File: config.mk
export PLATFORM = sky130hd
export DESIGN_NAME = imem_loadable
export DESIGN_NICKNAME = d
export VERILOG_FILES = /design/src/rtl/imem_loadable.sv
export SDC_FILE = /design/constraint.sdc
export NUM_CORES = 1
export LEC_CHECK = 0
export BUFFER_PORTS_ARGS = -buffer_cell sky130_fd_sc_hd__buf_2
export CELL_PAD_IN_SITES_DETAIL_PLACEMENT = 2
export CELL_PAD_IN_SITES_GLOBAL_PLACEMENT = 2
export CORE_MARGIN = 10
export CORE_UTILIZATION = 35
export CTS_CLUSTER_SIZE = 8
export DETAILED_ROUTE_END_ITERATION = 10
export GPL_ROUTABILITY_DRIVEN = 0
export PLACE_DENSITY_LB_ADDON = 0.25
export SETUP_SLACK_MARGIN = 0.4
export SYNTH_ARGS = -nofsm -noshare
export SYNTH_HDL_FRONTEND = slang
export SYNTH_SLANG_ARGS = --single-unit
File: constraint.sdc
create_clock -name clk -period 5.3 [get_ports clk]
set_input_delay 0 -clock clk [delete_from_list [all_inputs] [get_ports clk]]
set_output_delay 0 -clock clk [all_outputs]
set_load 0.03 [all_outputs]
File: src/rtl/imem_loadable.sv
// Loadable instruction memory: reset-time clear sequencer plus a byte-stream loader.
// Fetches are combinational; the core is stalled and fed FILL while contents are in flux.
module imem_loadable #(
  parameter int          DEPTH = 32,
  parameter logic [31:0] FILL  = 32'h00000013
) (
  input  logic        clk,
  input  logic        reset,
  input  logic [31:0] addr,
  output logic [31:0] instruction,
  output logic        fetch_fault,
  output logic        core_stall,
  input  logic        ld_start,
  input  logic        ld_valid,
  input  logic [7:0]  ld_data,
  output logic        ld_ready,
  output logic        load_done,
  output logic        load_err
);

  localparam int IW = $clog2(DEPTH);

  localparam logic [2:0] S_CLEAR = 3'd0;
  localparam logic [2:0] S_IDLE  = 3'd1;
  localparam logic [2:0] S_HDR0  = 3'd2;
  localparam logic [2:0] S_HDR1  = 3'd3;
  localparam logic [2:0] S_DATA  = 3'd4;

  localparam logic [31:0] DEPTH_W  = 32'(DEPTH);
  localparam logic [IW:0] CLR_LAST = (IW + 1)'(DEPTH - 1);
  localparam logic [IW:0] CLR_ONE  = (IW + 1)'(1);

  logic [2:0]    state;
  logic [IW:0]   clr_idx;
  logic [15:0]   count;
  logic [16:0]   word_idx;
  logic [1:0]    lane;
  logic [23:0]   word_buf;
  logic [31:0]   mem [DEPTH];

  logic          accept;
  logic          word_fits;
  logic          last_word;
  logic [31:0]   word_full;
  logic          mem_we;
  logic [IW-1:0] mem_waddr;
  logic [31:0]   mem_wdata;
  logic          addr_in_range;

  assign ld_ready  = !reset && (state == S_HDR0 || state == S_HDR1 || state == S_DATA);
  assign accept    = ld_valid && ld_ready;
  assign word_full = {ld_data, word_buf};
  // word_idx is one bit wider than count so the overflow comparison cannot wrap
  assign word_fits = {15'd0, word_idx} < DEPTH_W;
  assign last_word = (word_idx + 17'd1) == {1'b0, count};

  always_comb begin
    mem_we    = 1'b0;
    mem_waddr = '0;
    mem_wdata = FILL;
    if (!reset) begin
      if (state == S_CLEAR) begin
        mem_we    = 1'b1;
        mem_waddr = clr_idx[IW-1:0];
      end else if (state == S_DATA && accept && lane == 2'd3 && word_fits) begin
        mem_we    = 1'b1;
        mem_waddr = word_idx[IW-1:0];
        mem_wdata = word_full;
      end
    end
  end

  always_ff @(posedge clk) begin
    if (mem_we) begin
      mem[mem_waddr] <= mem_wdata;
    end
  end

  // Lanes 0..2 are held here; lane 3 arrives straight from ld_data on the write edge
  always_ff @(posedge clk) begin
    if (state == S_DATA && accept) begin
      case (lane)
        2'd0:    word_buf[7:0]   <= ld_data;
        2'd1:    word_buf[15:8]  <= ld_data;
        2'd2:    word_buf[23:16] <= ld_data;
        default: ;
      endcase
    end
  end

  always_ff @(posedge clk) begin
    if (reset) begin
      state     <= S_CLEAR;
      clr_idx   <= '0;
      count     <= 16'd0;
      word_idx  <= 17'd0;
      lane      <= 2'd0;
      load_err  <= 1'b0;
      load_done <= 1'b0;
    end else begin
      load_done <= 1'b0;
      case (state)
        S_CLEAR: begin
          clr_idx <= clr_idx + CLR_ONE;
          if (clr_idx == CLR_LAST) begin
            state <= S_IDLE;
          end
        end
        S_IDLE: begin
          if (ld_start) begin
            state    <= S_HDR0;
            load_err <= 1'b0;
          end
        end
        S_HDR0: begin
          if (accept) begin
            count[7:0] <= ld_data;
            state      <= S_HDR1;
          end
        end
        S_HDR1: begin
          if (accept) begin
            count[15:8] <= ld_data;
            if ({ld_data, count[7:0]} == 16'd0) begin
              state     <= S_IDLE;
              load_done <= 1'b1;
            end else begin
              state    <= S_DATA;
              word_idx <= 17'd0;
              lane     <= 2'd0;
            end
          end
        end
        S_DATA: begin
          if (accept) begin
            lane <= lane + 2'd1;
            if (lane == 2'd3) begin
              if (!word_fits) begin
                load_err <= 1'b1;
              end
              word_idx <= word_idx + 17'd1;
              if (last_word) begin
                state     <= S_IDLE;
                load_done <= 1'b1;
              end
            end
          end
        end
        default: state <= S_CLEAR;
      endcase
    end
  end

  assign core_stall    = reset || (state != S_IDLE);
  assign addr_in_range = {2'b00, addr[31:2]} < DEPTH_W;
  assign fetch_fault   = (addr[1:0] != 2'b00) || !addr_in_range;

  always_comb begin
    instruction = FILL;
    if (!core_stall && addr_in_range) begin
      instruction = mem[addr[IW+1:2]];
    end
  end

endmodule

==> results.cfg <==
[outcome]
status = completed

[sta]
period_minus_slack_ps = 4220
setup_violations = 0
max_freq_mhz = 237
skew_ps = 31.8
slew_headroom = 0.195
rsz0062_at_grt = false
period_share = 0.796
max_slew.worst_pin.slew_ps = 1210
drv_slew = 0
finalSetupTns_ps = 0
hold_viol = 0

[worst_setup_path]
cpPeakStageDelay_ps = 850
cp.required_ps = 5740
crit_family = simple AND/OR/NAND/NOR gates
r2r_cells = 7
worstPathMaxFanout = 26
crit_cells = 7
start_kind = flop
crit_slowest_cell = nor2_4
path_class = flop to flop
cp_cell_sequence = or3b_1, nor3_4, a32oi_1, a2111oi_0, nand2_1, nor2_4, buf_4
end_kind = flop
crit_buf_inv = 1
cp_data_arrival_time_ps = 4670

[grt]
grt_overflow_total = 0
grt_pass1_wl_mm = 179
antenna_found_initial = 4
grt_max_degree = 122
grt_pass1_vias = 23300
grt_usage = 0.181

[floorplan]
core_area_um2 = 122000
die_height_um = 370
die_w_um = 370
row_count = 128
initial_core_util = 0.352
ioPinCount = 81
die_area_um2 = 137000

[clock_tree]
cts.htree.levels = 4
root_buffer = clkbuf_16
cts_resized = 0
clockBufferDepth = 3
clk_latency_ps = 750
numCtsBuffers = 154
cts.clk_slew.worst_paths_ps = 60
tritoncts = done
cts.sinks = 1094

[synth]
synth_compound_area_frac = 0.0105
synth_cell_types = 59
synth_top_cell_area_share = 0.735
synth-xor-area-share = 0.00511
synth-adder-area-share = 0.00175
synth_edf_count = 1048
synth_mux_area_frac = 0.180
ys_dominant_reg_cell = edfxtp_1
syn_nets = 2014
ys_warn_count = 0
syn-cell-area_um2 = 42800
synth_top_family_by_area = multiplexers
synth_cells = 1964
async_reset_ff_frac = 0
avgSynthCellArea_um2 = 21.8
synth-seq-cells = 1094
synth_area_leaders = edfxtp_1 73%, mux4_2 17%, dfxtp_1 2.1%
synth-seq-area-share = 0.756
synth_simple_gate_area_frac = 0.0348
synth_top_area_cell = edfxtp_1

[routing]
wl_met1_mm = 52.9
wl_per_cell_um = 32.1
num_vias = 21000
routed_wl_mm = 123
drcViolationCount = 0
wl_met2_mm = 61.3
dr_wl_met3_mm = 5.99
drt_iter0_markers = 1969
post_drt_via_cell_ratio = 5.46
ant_nets = 0
top_layer_used = met4
drtPass1Iterations = 5

[pwr]
p_leak_nw = 17.5
vdd_drop_max_mv = 0.320
powerDensity_nw_per_um2 = 389

[finish]
nNetsFinal = 2229
drive_above_1_share = 0.320
area_growth_pct = 16.8
stdcell_count = 3839

[placed_design]
place_inst = 3636
dp_hpwl_mm = 75.9
numPortBuffers = 80

[job]
cap_viol_max_count = 0

[hold_path]
whs_path_depth = 2
hold_class = input port to flop
==> cell usage in the layout, fill, tap and decap left out, types with 5 or more instances in the layout <==
cell	instances
nand3_1	12
nand3b_1	5
nor4_2	5
and3_1	22
dlygate4sd3_1	12
a21oi_1	26
nand2_1	21
clkbuf_16	161
inv_6	5
dfxtp_1	46
mux4_2	320
buf_4	78
nor4_1	17
o21ai_0	18
xnor2_1	17
and2_1	8
nor2_4	32
nor2_1	80
xor2_1	8
and3_2	13
clkbuf_1	21
nor2b_1	7
ha_1	6
buf_2	76
mux2i_1	49
edfxtp_1	1048
nand2b_1	6
or3_1	9
nor3_1	8
nand4_1	13
==> worst paths after layout <==
kind | startpoint | to | slack [ps]
worst min-delay path | ld_data[5] | word_buf[21] | 180
worst max register to register | state[2] | mem[9][24] | 1080
worst min register to register | clr_idx[5] | clr_idx[5] | 500
worst max-delay path | state[2] | mem[9][24] | 1080
==> final cells by class <==
type                    count  area (um2)
fillers                 11300       71700
flip-flops and latches   1094       32400
multi-input cells         752       10200
clock buffers             182        4110
well taps                1625        2030
repair buffers            173        1210
clock inverters             7        76.3
inverters                   4        15.0
diodes                      2        5.00
==> timing repair <==
item | CTS | global route
hold buffers | 12 | 0
setup buffers | 0 | 0
hold endpoints to repair | 69 | 0
==> sequential cells by signal (all words and copies together), names as in the netlist <==
signal / cells
load_err: 1
count: 16
mem: 1024
lane: 2
word_idx: 17
load_done: 1
word_buf: 24
state: 3
clr_idx: 6
==> cells in the mapped netlist (9+ instances only) <==
cell type	number
o21ai_0	18
nand2_1	21
and3_1	35
edfxtp_1	1048
or3_1	9
mux4_2	320
nor2_1	112
buf_1	14
xnor2_1	17
mux2i_1	49
clkbuf_1	60
nand4_1	13
dfxtp_1	46
a21oi_1	26
nand3_1	13
buf_2	33
nor4_1	17
==> metrics by stage <==
stage | util | total power [W] | cell area (um2) | setup WS (ps) | hold WS [ps]
after detailed placement | 0.376 | 0.0108 | 45700 | 1150 | 275
after global routing | 0.411 | 0.0201 | 50000 | 870 | 176
after global placement | 0.376 | 0.0108 | 45700 | 1310 | 279
final | 0.411 | 0.0194 | 50000 | 1080 | 178
after floorplan | - | 0.0104 | 42800 | 1630 | 98.9
after CTS | 0.411 | 0.0197 | 50000 | 1120 | 121
==> layer usage <==
metal	track usage	vias up
met3	0.0309	158
li1	-	8655
met2	0.299	633
met1	0.244	11500
met4	0.0553	0
met5	0	-
==> power by group <==
part | total [W] | switching (W) | internal (W)
sequential | 0.00966 | 0.0000723 | 0.00959
clock | 0.00882 | 0.00347 | 0.00535
combinational | 0.000963 | 0.000589 | 0.000374
total | 0.0194 | 0.00413 | 0.0153
==> logic make-up (layout without fill, tap and decap cells) <==
| family | after synthesis | after routing |
|---|---|---|
| buffers and inverters | 118 | 366 |
| xor gates and xnor gates | 25 | 25 |
| muxes | 369 | 369 |
| and+or+nand+nor | 280 | 280 |
| AOI/OAI and AO/OA | 72 | 72 |
| adders and majority gates | 6 | 6 |
| DFF | 1094 | 1094 |
| other | 0 | 2 |
Power figures use the tool's default switching activity.
